<file path="src/rtl/uart_bus_master.sv">
// uart_bus_master: UART byte commands ('W' addr data -> 'K', 'R' addr -> 4 data bytes) to single-word bus transactions
module uart_bus_master #(
  parameter int RD_LAT = 1,
  parameter int TIMEOUT_CYC = 2500000
) (
  input  logic        clk,
  input  logic        resetn,
  input  logic [7:0]  rx_data,
  input  logic        rx_valid,
  output logic [7:0]  tx_data,
  output logic        tx_start,
  input  logic        tx_busy,
  output logic        bus_req,
  input  logic        bus_gnt,
  output logic [31:0] mem_addr,
  output logic [31:0] mem_wdata,
  output logic [3:0]  mem_wmask,
  output logic        mem_rstrb,
  input  logic [31:0] mem_rdata
);
  typedef enum logic [3:0] {IDLE, ADDR, DATA, REQ, WRITE, READ, RWAIT, SEND, ACK} state_t;
  state_t state, state_n;
  logic is_wr, go, last_byte, timed_out, lat_done;
  logic [1:0] cnt;
  logic [31:0] addr, rdata, tmo, lat;
  logic [7:0] tx_q, cur;
  assign last_byte = rx_valid && cnt == 2'd3;
  assign timed_out = !rx_valid && tmo == 32'(TIMEOUT_CYC - 1);
  assign lat_done = lat == 32'(RD_LAT - 1);
  assign cur = state == ACK ? 8'h4B : rdata[31:24];
  assign tx_start = state inside {SEND, ACK} && go && !tx_busy;
  assign tx_data = tx_start ? cur : tx_q;
  assign bus_req = state inside {REQ, WRITE, READ, RWAIT};
  assign mem_addr = addr & 32'hFFFF_FFFC;
  assign mem_wmask = {4{state == WRITE}};
  assign mem_rstrb = state == READ;
  always_comb begin
    state_n = state;
    case (state)
      IDLE:  state_n = rx_valid && (rx_data == 8'h57 || rx_data == 8'h52) ? ADDR : IDLE;
      ADDR:  state_n = timed_out ? IDLE : !last_byte ? ADDR : is_wr ? DATA : REQ;
      DATA:  state_n = timed_out ? IDLE : last_byte ? REQ : DATA;
      REQ:   state_n = !bus_gnt ? REQ : is_wr ? WRITE : READ;
      WRITE: state_n = ACK;
      READ:  state_n = RWAIT;
      RWAIT: state_n = lat_done ? SEND : RWAIT;
      SEND:  state_n = tx_start && cnt == 2'd3 ? IDLE : SEND;
      ACK:   state_n = tx_start ? IDLE : ACK;
      default: state_n = IDLE;
    endcase
  end
  always_ff @(posedge clk or negedge resetn)
    if (!resetn) state <= IDLE;
    else state <= state_n;
  always_ff @(posedge clk or negedge resetn)
    if (!resetn) begin
      is_wr <= 1'b0;
      go <= 1'b0;
      cnt <= 2'd0;
      tmo <= 32'd0;
      lat <= 32'd0;
      addr <= 32'd0;
      mem_wdata <= 32'd0;
      rdata <= 32'd0;
      tx_q <= 8'd0;
    end else begin
      if (state == IDLE && rx_valid) is_wr <= rx_data == 8'h57;
      cnt <= state == IDLE ? 2'd0 : (state inside {ADDR, DATA} && rx_valid) || (state == SEND && tx_start) ? cnt + 2'd1 : cnt;
      tmo <= state inside {ADDR, DATA} && !rx_valid ? tmo + 32'd1 : 32'd0;
      lat <= state == RWAIT ? lat + 32'd1 : 32'd0;
      go <= state inside {SEND, ACK} && !tx_start;
      if (state == ADDR && rx_valid) addr <= {addr[23:0], rx_data};
      if (state == DATA && rx_valid) mem_wdata <= {mem_wdata[23:0], rx_data};
      rdata <= state == RWAIT && lat_done ? mem_rdata : tx_start ? rdata << 8 : rdata;
      if (tx_start) tx_q <= cur;
    end
endmodule

</file>
<file path="config.mk">
export PLATFORM = sky130hd
export DESIGN_NAME = uart_bus_master
export DESIGN_NICKNAME = d
export VERILOG_FILES = /design/src/rtl/uart_bus_master.sv
export SDC_FILE = /design/constraint.sdc
export NUM_CORES = 1
export LEC_CHECK = 0
export CELL_PAD_IN_SITES_DETAIL_PLACEMENT = 1
export CELL_PAD_IN_SITES_GLOBAL_PLACEMENT = 1
export CORE_MARGIN = 2
export CORE_UTILIZATION = 33
export DETAILED_ROUTE_END_ITERATION = 12
export PLACE_DENSITY_LB_ADDON = 0.1
export REMOVE_ABC_BUFFERS = 1
export SLEW_MARGIN = 20
export SYNTH_ARGS = -nofsm -noshare
export SYNTH_HDL_FRONTEND = slang
export SYNTH_SLANG_ARGS = --single-unit
</file>
<file path="constraint.sdc">
create_clock -name clk -period 2.65 [get_ports clk]
set_input_delay 0.795 -clock clk [delete_from_list [all_inputs] [get_ports clk]]
set_output_delay 0.795 -clock clk [all_outputs]
set_load 0.02 [all_outputs]
</file>
==> impl_metrics.env <==
export IMPL_avgViaCountPerCell=5.195
export IMPL_finalSetupTns_ns=-0.009023
export IMPL_finalCriticalPeriod_ns=2.654
export IMPL_cts_tree="done"
export IMPL_rsz0062_at_grt="true"
export IMPL_grt_max_degree=50
export IMPL_drt_iter0_markers=299
export IMPL_syn_area_um2=8323
export IMPL_synthTopCellsByArea="dfrtp_1 53%, mux2_2 8.9%, buf_4 3.2%"
export IMPL_fp_dieH_um=162.8
export IMPL_postCtsHoldBufs=0
export IMPL_gp_congestion=0.7718
export IMPL_fin_ws_ns=-0.003626
export IMPL_grt_pass1_vias=6454
export IMPL_clk_pin_slew_worst_paths_ns=0.08
export IMPL_portBuffers=121
export IMPL_reg2reg_from="lat[0]"
export IMPL_cp_start_kind="input port"
export IMPL_yosysSeqAreaShare=0.5292
export IMPL_p_leak_nw=4.453
export IMPL_hold_class="in -> async"
export IMPL_p_per_area_nw_per_um2=807.0
export IMPL_violations="setup timing"
export IMPL_synthMostInstantiatedCell="dfrtp_1"
export IMPL_dp_hpwl_mm=14.90
export IMPL_clockBufferDepth=2
export IMPL_timing_final_crit_share=1.001
export IMPL_register_area_um2=4404
export IMPL_max_cap_violations=0
export IMPL_tightest_slew_ns=0.6711
export IMPL_clk_latency_ns=0.44
export IMPL_root_buffer="clkbuf_16"
export IMPL_placed_cells=1160
export IMPL_io_pins=124
export IMPL_firstDrtPassIters=5
export IMPL_crit_path_end_kind="output port"
export IMPL_critPathMaxFanout=5
export IMPL_hold_viol=0
export IMPL_synth_edff_count=0
export IMPL_via_count=6218
export IMPL_drive_above_1_share=0.1986
export IMPL_netlist_area_leader_share=0.5292
export IMPL_antenna_found_initial=1
export IMPL_die_w_um=162.8
export IMPL_syn2layout_area_growth_pct=26.58
export IMPL_finalMaxSlewViolations=0
export IMPL_path_delay_family="buffers and inverters"
export IMPL_fp_dieArea_um2=26510
export IMPL_ys_warnings_count=0
export IMPL_status="complete, but fails checks"
export IMPL_start_util=0.3334
export IMPL_syn_inst=745
export IMPL_routed_wl_mm=20.91
export IMPL_critical_path_class="in -> out"
export IMPL_wl_per_cell_um=17.47
export IMPL_worstPathCellList="dlygate4sd2_1 -> nor2b_2 -> buf_4 -> nand2_2 -> o22a_1 -> buf_2"
export IMPL_cts_max_level=4
export IMPL_slowest_stage="dlygate4sd2_1"
export IMPL_max_freq_ghz=0.3768
export IMPL_drc=0
export IMPL_reg2reg_slack_ns=0.24
export IMPL_r2r_end="lat[24]"
export IMPL_fin_skew_ns=0.01161
export IMPL_final_cells=1197
export IMPL_relSlewSlack=0.5526
export IMPL_multi_input_area_um2=3498
export IMPL_ys_types=49
export IMPL_fillers=2707
export IMPL_setup_viol=3
export IMPL_grt_first_pass_wirelength_mm=34.44
export IMPL_ys_ff_latch=176
export IMPL_critPathBufInv=3
export IMPL_slowest_delay_ns=0.26
export IMPL_cts_num_sinks=176
export IMPL_ys_flop_type="dfrtp_1"
export IMPL_avgSynthCellArea_um2=11.17
export IMPL_final_nets=902
export IMPL_crit_arrival_ns=1.86
export IMPL_netlist_top_cells_count="176 x dfrtp_1, 66 x mux2_2, 36 x nor2_1, 35 x buf_4"
export IMPL_grt_overflow=0
export IMPL_vdd_drop_max_mv=0.4429
export IMPL_ys_async_sr_fraction=1.000
export IMPL_row_count=58
export IMPL_required_ns=1.86
export IMPL_reg2reg_depth=5
export IMPL_yosys_area_top_type="dfrtp_1"
export IMPL_drt_antenna_violating_nets=0
export IMPL_core_area_um2=24960
export IMPL_grt_usage=0.1643
export IMPL_cts_made_buffers=17
[final cells by class]
cell class	count	share of cell area
Timing Repair Buffer	162	0.1485
Clock inverter	14	0.01318
Inverter	20	0.007126
Tap cell	330	0.03919
Clock buffer	18	0.04169
Multi-Input combinational cell	476	0.3321
Antenna cell	1	0.0002375
Sequential cell	176	0.4181
[repair_timing]
item | in CTS | in global routing
resized for setup | 64 | 15
endpoints found under the setup margin | 38 | 15
endpoints found under the hold margin | 0 | 0
pin swaps | 7 | 1
buffers inserted | 2 | 2
[state kept, by name, summed over array words and instances (netlist names), 2 cells and up]
signal / flops
addr: 32
lat: 32
mem_wdata: 32
rdata: 32
tmo: 32
tx_q: 8
state: 4
cnt: 2
[kinds of logic after synthesis]
logic type,Yosys count,synth area share
XOR/XNOR,28,0.02947
buffers and inverters,94,0.05893
flip-flops,176,0.5292
other,1,0.0004506
adder cells (fa/ha/maj),4,0.006013
AND/OR/NAND/NOR,251,0.1769
multiplexers,75,0.1001
AO/OA/AOI/OAI,116,0.09892
[cells in the final DEF, fill, tap and decap left out, drive strengths merged, types with 6 or more instances in the layout]
cell type        n
inv             29
o21ai           13
mux2            66
nor4b            6
nor4            16
buf             51
dfrtp          176
or3             10
o31ai           23
and2            28
or4             30
and4            10
clkbuf          24
a221o           23
xor2             7
mux2i            9
and3             7
a21oi           34
xnor2           21
clkdlybuf4s50  104
nand3           24
nand2           34
nor3            11
nand4           23
nor2            36
[power by group]
part	switching [mW]	total, mW	internal (mW)	leakage, nW
Sequential	0.344	3.55	3.21	2.36
Clock	1.20	2.48	1.28	0.283
Combinational	1.16	2.47	1.31	1.81
[per-layer routing]
layer | GRT usage | part of all wire | vias up
met4 | 0.04948 | 0.013 | 0
met5 | 0 | 0 | -
met1 | 0.2195 | 0.47 | 3144
li1 | - | - | 2935
met2 | 0.2691 | 0.47 | 120
met3 | 0.03438 | 0.039 | 19
[how the worst max path moves through the flow]
stage / from / end / slack (ns) / cells after the start
6_report: tx_busy / tx_data[3] / -0.004 / 6
5_1_grt: state[0] / tx_data[5] / -0.10 / 6
4_1_cts: state[1] / tx_data[1] / -0.03 / 6
3_5_place_dp: tx_busy / tx_data[5] / -0.72 / 6
3_3_place_gp: tx_busy / tx_data[5] / -0.72 / 6
2_1_floorplan: state[1] / rdata[10] / -0.52 / 5
[metrics by stage]
stage                     power, mW  hold WS [ns]  worst slack (ns)  instance area [um^2]    util
after floorplan               4.777        0.4688           -0.5236                  7911       -
after global placement        6.023        0.4831           -0.7157                  9906  0.3968
after detailed placement      6.114        0.4930           -0.7216                  9906  0.3968
after CTS                     8.638        0.3237          -0.02859                 10530  0.4216
after global routing          8.958        0.3272           -0.1048                 10530  0.4219
final                         8.502        0.3067         -0.003626                 10540  0.4220
Note: power is estimated with default switching activity, not from simulation.
